<file path="src/rtl/dma_transfer_sequencer.sv">
// dma_transfer_sequencer: single-channel 8237A-5 style transfer sequencer
// (SI/S0/S1/S2/S3/SW/S4, single-transfer mode). Holds the current address
// and word count, detects terminal count and external EOP.
// Optional build macro DMA_AUTOINIT_EN adds the i_autoinit input, which makes
// a terminal count reload the current registers from the base registers.
//
// state | meaning
// SI    | idle, waiting for an accepted request
// S0    | hold requested, waiting for HLDA
// S1    | address phase, ADSTB strobe, DACK asserted
// S2    | read strobe asserted
// S3    | write strobe asserted, READY sampled
// SW    | wait state, strobes held until READY
// S4    | transfer end, registers update on exit
module dma_transfer_sequencer #(
    parameter int ADDR_W = 16,
    parameter int CNT_W  = 16
) (
    input  logic              i_clock,
    input  logic              i_reset_n,
    input  logic              i_cs_n,
    input  logic              i_dreq_valid,
    input  logic [1:0]        i_channel,
    input  logic              i_hlda,
    input  logic              i_ready,
    input  logic              i_eop_in_n,
    input  logic              i_load,
    input  logic [ADDR_W-1:0] i_base_addr,
    input  logic [CNT_W-1:0]  i_base_count,
    input  logic [1:0]        i_xfer_type,
    input  logic              i_addr_dec,
`ifdef DMA_AUTOINIT_EN
    input  logic              i_autoinit,
`endif
    output logic              o_hrq,
    output logic              o_aen,
    output logic              o_adstb,
    output logic              o_memr_n,
    output logic              o_memw_n,
    output logic              o_ior_out_n,
    output logic              o_iow_out_n,
    output logic              o_io_drive_en,
    output logic [3:0]        o_dack,
    output logic [ADDR_W-1:0] o_addr_out,
    output logic              o_eop_out_n,
    output logic              o_tc,
    output logic              o_done,
    output logic [ADDR_W-1:0] o_cur_addr,
    output logic [CNT_W-1:0]  o_cur_count
);

    typedef enum logic [2:0] {
        ST_SI = 3'd0,
        ST_S0 = 3'd1,
        ST_S1 = 3'd2,
        ST_S2 = 3'd3,
        ST_S3 = 3'd4,
        ST_SW = 3'd5,
        ST_S4 = 3'd6
    } state_t;

    state_t            r_state;
    state_t            w_state_nxt;
    logic [1:0]        r_channel;
    logic              r_eop_seen;
    logic [ADDR_W-1:0] r_cur_addr;
    logic [CNT_W-1:0]  r_cur_count;
    logic              r_done;
    logic              r_tc;

    logic              r_hrq, r_aen, r_adstb, r_io_drive_en, r_eop_out_n;
    logic              r_memr_n, r_memw_n, r_ior_n, r_iow_n;
    logic [3:0]        r_dack;
    logic [ADDR_W-1:0] r_addr_out;

    logic              w_hrq, w_aen, w_adstb, w_io_drive_en, w_eop_out_n;
    logic              w_memr_n, w_memw_n, w_ior_n, w_iow_n;
    logic [3:0]        w_dack;
    logic [ADDR_W-1:0] w_addr_out;
    logic              w_in_xfer;
    logic              w_tc_cond;
    logic              w_is_read;
    logic              w_is_write;
    logic [ADDR_W-1:0] w_addr_step;

    assign w_in_xfer   = (r_state == ST_S1) || (r_state == ST_S2) || (r_state == ST_S3) ||
                         (r_state == ST_SW) || (r_state == ST_S4);
    // Current-cycle EOP counts too, so an EOP arriving in the last cycle is not lost.
    assign w_tc_cond   = (r_cur_count == '0) || r_eop_seen || !i_eop_in_n;
    assign w_is_read   = (i_xfer_type == 2'b10);
    assign w_is_write  = (i_xfer_type == 2'b01);
    assign w_addr_step = i_addr_dec ? (r_cur_addr - ADDR_W'(1)) : (r_cur_addr + ADDR_W'(1));

    // State register plus registered (Moore) bus outputs derived from the next state.
    always_ff @(posedge i_clock) begin
        if (!i_reset_n) begin
            r_state       <= ST_SI;
            r_hrq         <= 1'b0;
            r_aen         <= 1'b0;
            r_adstb       <= 1'b0;
            r_io_drive_en <= 1'b0;
            r_dack        <= 4'b0000;
            r_memr_n      <= 1'b1;
            r_memw_n      <= 1'b1;
            r_ior_n       <= 1'b1;
            r_iow_n       <= 1'b1;
            r_eop_out_n   <= 1'b1;
            r_addr_out    <= '0;
        end else begin
            r_state       <= w_state_nxt;
            r_hrq         <= w_hrq;
            r_aen         <= w_aen;
            r_adstb       <= w_adstb;
            r_io_drive_en <= w_io_drive_en;
            r_dack        <= w_dack;
            r_memr_n      <= w_memr_n;
            r_memw_n      <= w_memw_n;
            r_ior_n       <= w_ior_n;
            r_iow_n       <= w_iow_n;
            r_eop_out_n   <= w_eop_out_n;
            r_addr_out    <= w_addr_out;
        end
    end

    // Next-state decode and the output values the next state will present.
    always_comb begin
        w_state_nxt = r_state;
        case (r_state)
            ST_SI: if (!i_load && i_dreq_valid && i_cs_n && !r_done) w_state_nxt = ST_S0;
            ST_S0: begin
                if (i_hlda)             w_state_nxt = ST_S1;
                else if (!i_dreq_valid) w_state_nxt = ST_SI;
            end
            ST_S1: w_state_nxt = i_hlda ? ST_S2 : ST_SI;
            ST_S2: w_state_nxt = i_hlda ? ST_S3 : ST_SI;
            ST_S3, ST_SW: begin
                if (!i_hlda)      w_state_nxt = ST_SI;
                else if (i_ready) w_state_nxt = ST_S4;
                else              w_state_nxt = ST_SW;
            end
            ST_S4:   w_state_nxt = ST_SI;
            default: w_state_nxt = ST_SI;
        endcase

        w_hrq         = (w_state_nxt != ST_SI);
        w_aen         = 1'b0;
        w_io_drive_en = 1'b0;
        w_adstb       = (w_state_nxt == ST_S1);
        w_dack        = 4'b0000;
        w_addr_out    = '0;
        w_memr_n      = 1'b1;
        w_memw_n      = 1'b1;
        w_ior_n       = 1'b1;
        w_iow_n       = 1'b1;
        w_eop_out_n   = 1'b1;
        if ((w_state_nxt != ST_SI) && (w_state_nxt != ST_S0)) begin
            w_aen         = 1'b1;
            w_io_drive_en = 1'b1;
            w_dack        = 4'b0001 << r_channel;
            w_addr_out    = r_cur_addr;
            if (w_state_nxt != ST_S1) begin
                w_memr_n = !w_is_read;
                w_ior_n  = !w_is_write;
            end
            if ((w_state_nxt == ST_S3) || (w_state_nxt == ST_SW) || (w_state_nxt == ST_S4)) begin
                w_iow_n  = !w_is_read;
                w_memw_n = !w_is_write;
            end
            if (w_state_nxt == ST_S4) w_eop_out_n = !w_tc_cond;
        end
    end

    // Channel latch, EOP capture, LOAD, and the end-of-transfer register update.
    always_ff @(posedge i_clock) begin
        if (!i_reset_n) begin
            r_channel   <= 2'b00;
            r_eop_seen  <= 1'b0;
            r_cur_addr  <= '0;
            r_cur_count <= '0;
            r_done      <= 1'b0;
            r_tc        <= 1'b0;
        end else begin
            r_tc <= 1'b0;
            if ((r_state == ST_SI) && (w_state_nxt == ST_S0)) r_channel <= i_channel;
            if (w_state_nxt == ST_SI)             r_eop_seen <= 1'b0;
            else if (w_in_xfer && !i_eop_in_n)    r_eop_seen <= 1'b1;
            if ((r_state == ST_SI) && i_load) begin
                r_cur_addr  <= i_base_addr;
                r_cur_count <= i_base_count;
                r_done      <= 1'b0;
            end
            if (r_state == ST_S4) begin
                r_tc <= w_tc_cond;
`ifdef DMA_AUTOINIT_EN
                if (w_tc_cond && i_autoinit) begin
                    r_cur_addr  <= i_base_addr;
                    r_cur_count <= i_base_count;
                end else begin
                    r_cur_addr  <= w_addr_step;
                    r_cur_count <= r_cur_count - CNT_W'(1);
                    if (w_tc_cond) r_done <= 1'b1;
                end
`else
                r_cur_addr  <= w_addr_step;
                r_cur_count <= r_cur_count - CNT_W'(1);
                if (w_tc_cond) r_done <= 1'b1;
`endif
            end
        end
    end

    assign o_hrq         = r_hrq;
    assign o_aen         = r_aen;
    assign o_adstb       = r_adstb;
    assign o_io_drive_en = r_io_drive_en;
    assign o_dack        = r_dack;
    assign o_memr_n      = r_memr_n;
    assign o_memw_n      = r_memw_n;
    assign o_ior_out_n   = r_ior_n;
    assign o_iow_out_n   = r_iow_n;
    assign o_eop_out_n   = r_eop_out_n;
    assign o_addr_out    = r_addr_out;
    assign o_tc          = r_tc;
    assign o_done        = r_done;
    assign o_cur_addr    = r_cur_addr;
    assign o_cur_count   = r_cur_count;

endmodule

</file>
<file path="config.mk">
export PLATFORM = sky130hd
export DESIGN_NAME = dma_transfer_sequencer
export DESIGN_NICKNAME = d
export VERILOG_FILES = /design/src/rtl/dma_transfer_sequencer.sv
export SDC_FILE = /design/constraint.sdc
export NUM_CORES = 1
export LEC_CHECK = 0
export BUFFER_PORTS_ARGS = -buffer_cell sky130_fd_sc_hd__buf_2
export CAP_MARGIN = 30
export CORE_MARGIN = 4
export CORE_UTILIZATION = 45
export DETAILED_ROUTE_END_ITERATION = 7
export PLACE_DENSITY = 0.79
export SYNTH_ARGS = -nofsm -noshare
export SYNTH_HDL_FRONTEND = slang
export SYNTH_SLANG_ARGS = --single-unit
</file>
<file path="constraint.sdc">
create_clock -name i_clock -period 1.9 [get_ports i_clock]
set_input_delay 0.38 -clock i_clock [delete_from_list [all_inputs] [get_ports i_clock]]
set_output_delay 0.38 -clock i_clock [all_outputs]
set_load 0.02 [all_outputs]
</file>
==> results.ini <==
[outcome]
status=finished, violations left
violations=setup timing

[cells_and_area]
fin_area_sq_um=5050
nNetsFinal=650
drive_gt1_share_pct=39.6
n_antenna_cell=0
syn2layout_area_growth_pct=42.6
final_cells=695

[floorplanning]
die_w_um=96.7
die_h_um=96.7
dieArea_sq_um=9350
io_pins=108
placementRows=32
start_util_pct=46.1
core-area_sq_um=7690

[timing]
slew_headroom_pct=68.8
skew_ps=8.19
fin_crit_sh_pct=107
final-hold-violation-count=0
hold_slack_ps=228
worst_pin_slew_ps=469
slew_viol_final=0
fin_ws_ps=-140
setup_viol=2
min_period_ps=2040
fmax_ghz=0.490
rsz0062_at_grt=yes

[drt]
drc=0
ant_nets=0
firstDrtPassIters=4
vias=3767
routed_wl_um=10500
post_drt_via_cell_ratio=5.42
wl_per_cell_um=15.2
drtIter0Drc=129

[place]
gp_congestion=0.885
dp_hpwl_um=7960
place_inst=678
dp_slack_ps=-316
portBuffers=107
dpl_cell_area_sq_um=4710

[worst_setup_path]
critPathKind=register to register
critical_path_peak_fanout=4
endpoint_kind=register
start_kind=register
cp.arrival_ps=2300
r2r-end=o_cur_count[14]$_SDFFE_PN0P_
required_ps=2160
reg2reg_slack_ps=-140
timing.rr.start=o_cur_count[5]$_SDFFE_PN0P_
r2r_cells=6

[logic_synthesis]
synth_top_area_share_pct=38.4
synth_top_family_by_area=simple AND/OR/NAND/NOR gates
synth_nets=480
synth_compound_area_share_pct=22.1
ys_warn_count=0
synth-main-ff-cell=dfxtp_1
syn_inst=418
yosys-top-cells-area=dfxtp_1, ha_1, a21oi_1
yosys.cell_types.count=57
synth_xor_area_share_pct=2.97
synthArstFlopShare_pct=0
yosys_register_bits=68
yosys.area_share.simple_pct=24.8
synth_area_per_cell_sq_um=8.47
synth_mux_area_share_pct=1.41
netlist_area_sq_um=3540
ys_seq_area_share_pct=38.4
synth_edf_count=0
post-synth-top-area-cell=dfxtp_1
synthAdderAreaFrac_pct=6.22

[global_routing]
antenna_found_initial=0
grt_pass1_wl_um=17300
grt_pass1_vias=3624
grtUsageTotal_pct=22.2
grt_max_degree=25
grt-ovfl-total=0

[job]
cap_violations=0

[clock_tree]
htreeDepth=3
cts.sinks=68
cts_buffers=9
cts_tree=done
worstSkewPairLatency_ps=350
cts-root-buf=clkbuf_8
clkTransAtPathRegs_ps=80
clockBufferDepth=2
postCtsHoldBufs=0

[hold_path]
hold_path_depth=2
min_path_type=input port to register
min_to=o_eop_out_n$_SDFF_PN1_
worstHoldStart=i_ready

[power]
p_total_mw=3.76
vdd_ir_drop_max_v=0.000438
power.density_nw_per_um2=745
leakagePower_nw=2.35

==> synth_stat cells (2+ instances only) <==
cell type and number:
or4_4 2, ha_1 16, a221oi_1 2, xnor2_1 10, nand2_1 37, a31oi_1 4
nor3_1 7, o31a_1 2, dfxtp_1 68, o21bai_1 2, o221ai_1 2, nand3_1 20
nor2b_1 16, nand4_1 4, nor4_1 4, nor3b_1 2, buf_4 2, o21a_1 4
buf_6 2, a311oi_1 3, and2_1 15, nand2b_1 9, xor2_1 2, o2bb2ai_1 2
o21ai_0 20, a21boi_0 6, o211a_1 3, o31ai_1 2, nand3b_1 2, a21oi_1 32
or2_2 2, clkbuf_1 17, and3_1 5, o311ai_0 9, nor2_1 30, or3_1 5
a211oi_1 5, o211ai_1 9, nor4b_1 3, mux2i_1 5, inv_1 10
==> where the power goes <==
part | total (mW) | internal [mW] | leakage [nW] | switching, mW
registers | 1.54 | 1.48 | 0.559 | 0.0566
logic | 0.966 | 0.465 | 1.69 | 0.502
clock network | 1.25 | 0.680 | 0.106 | 0.575
==> sequential cells by signal (all words and copies together) (netlist names), 2 cells and up <==
register	flops
o_addr_out	16
o_cur_addr	16
o_cur_count	16
o_dack	4
r_state	3
r_channel	2
==> cells in the final DEF (no fill, tap or decap), types with 5 or more instances in the layout <==
cell type,synthesis,routed
buf_2,1,107
buf_4,2,72
dfxtp_1,68,61
nand2_1,37,36
a21oi_1,32,29
nor2_1,30,28
nand3_1,20,20
o21ai_0,20,19
and2_1,15,15
nor2b_1,16,14
ha_1,16,13
clkbuf_8,0,11
xnor2_1,10,10
nand2b_1,9,9
o211ai_1,9,9
inv_1,10,8
o311ai_0,9,5
mux2i_1,5,5
and3_1,5,5
or3_1,5,5
a21boi_0,6,5
nor3_1,7,5
==> layer usage <==
| layer | routed length [um] | part of all wire (%) | GRT usage [%] | up-vias |
|---|---|---|---|---|
| met1 | 4640 | 44 | 29.0 | 1741 |
| met2 | 5110 | 48 | 36.6 | 139 |
| met3 | 585 | 5.6 | 4.04 | 18 |
| met5 | 0 | 0 | 0 | - |
| li1 | - | - | - | 1869 |
| met4 | 204 | 1.9 | 8.32 | 0 |
==> logic make-up after synthesis <==
kind of cell | Yosys count
XOR/XNOR | 12
adder cells (fa/ha/maj) | 17
multiplexers | 5
buffers and inverters | 32
AO/OA/AOI/OAI | 117
AND/OR/NAND/NOR | 167
flip-flops | 68
==> through the flow <==
step                      setup TNS [ps]  util [%]
after floorplan                     -276         -
after global placement             -2110      61.2
after detailed placement           -2740      61.2
after CTS                           -237      64.6
after global routing                -579      65.7
final                               -236      65.7
==> worst max-delay path, stage by stage (launching register included) <==
cell and delay [ps]:
dfxtp_4 350, or4_4 530, or2_4 260, or4_4 450, o21ai_2 120, a21boi_1 70, o21a_1 160
==> worst max-delay path by stage <==
| stage | start | to | slack [ps] |
|---|---|---|---|
| after global routing | o_cur_count[5]$_SDFFE_PN0P_ | o_cur_count[14]$_SDFFE_PN0P_ | -190 |
| after floorplan | o_cur_count[5]$_SDFFE_PN0P_ | o_cur_count[14]$_SDFFE_PN0P_ | -180 |
| after global placement | i_addr_dec | o_cur_addr[12]$_SDFFE_PN0P_ | -260 |
| after detailed placement | i_addr_dec | o_cur_addr[15]$_SDFFE_PN0P_ | -320 |
| after CTS | o_cur_count[5]$_SDFFE_PN0P_ | o_cur_count[14]$_SDFFE_PN0P_ | -140 |
| final | o_cur_count[5]$_SDFFE_PN0P_ | o_cur_count[14]$_SDFFE_PN0P_ | -140 |
==> what timing repair did <==
action / CTS / global route
setup endpoints to repair: 5 / 20
setup buffers: 1 / 0
pin swaps: 4 / 6
gates cloned: 0 / 0
resized for setup: 7 / 24
==> final cells by class <==
type	count	area, sq um
repair buffers	181	1120
flip-flops and latches	68	1380
clock buffers	11	151
well taps	102	128
multi-input cells	318	2180
fillers	653	2640
clock inverters	5	60.1
inverters	10	37.5
Note: power is estimated with default switching activity, not from simulation.
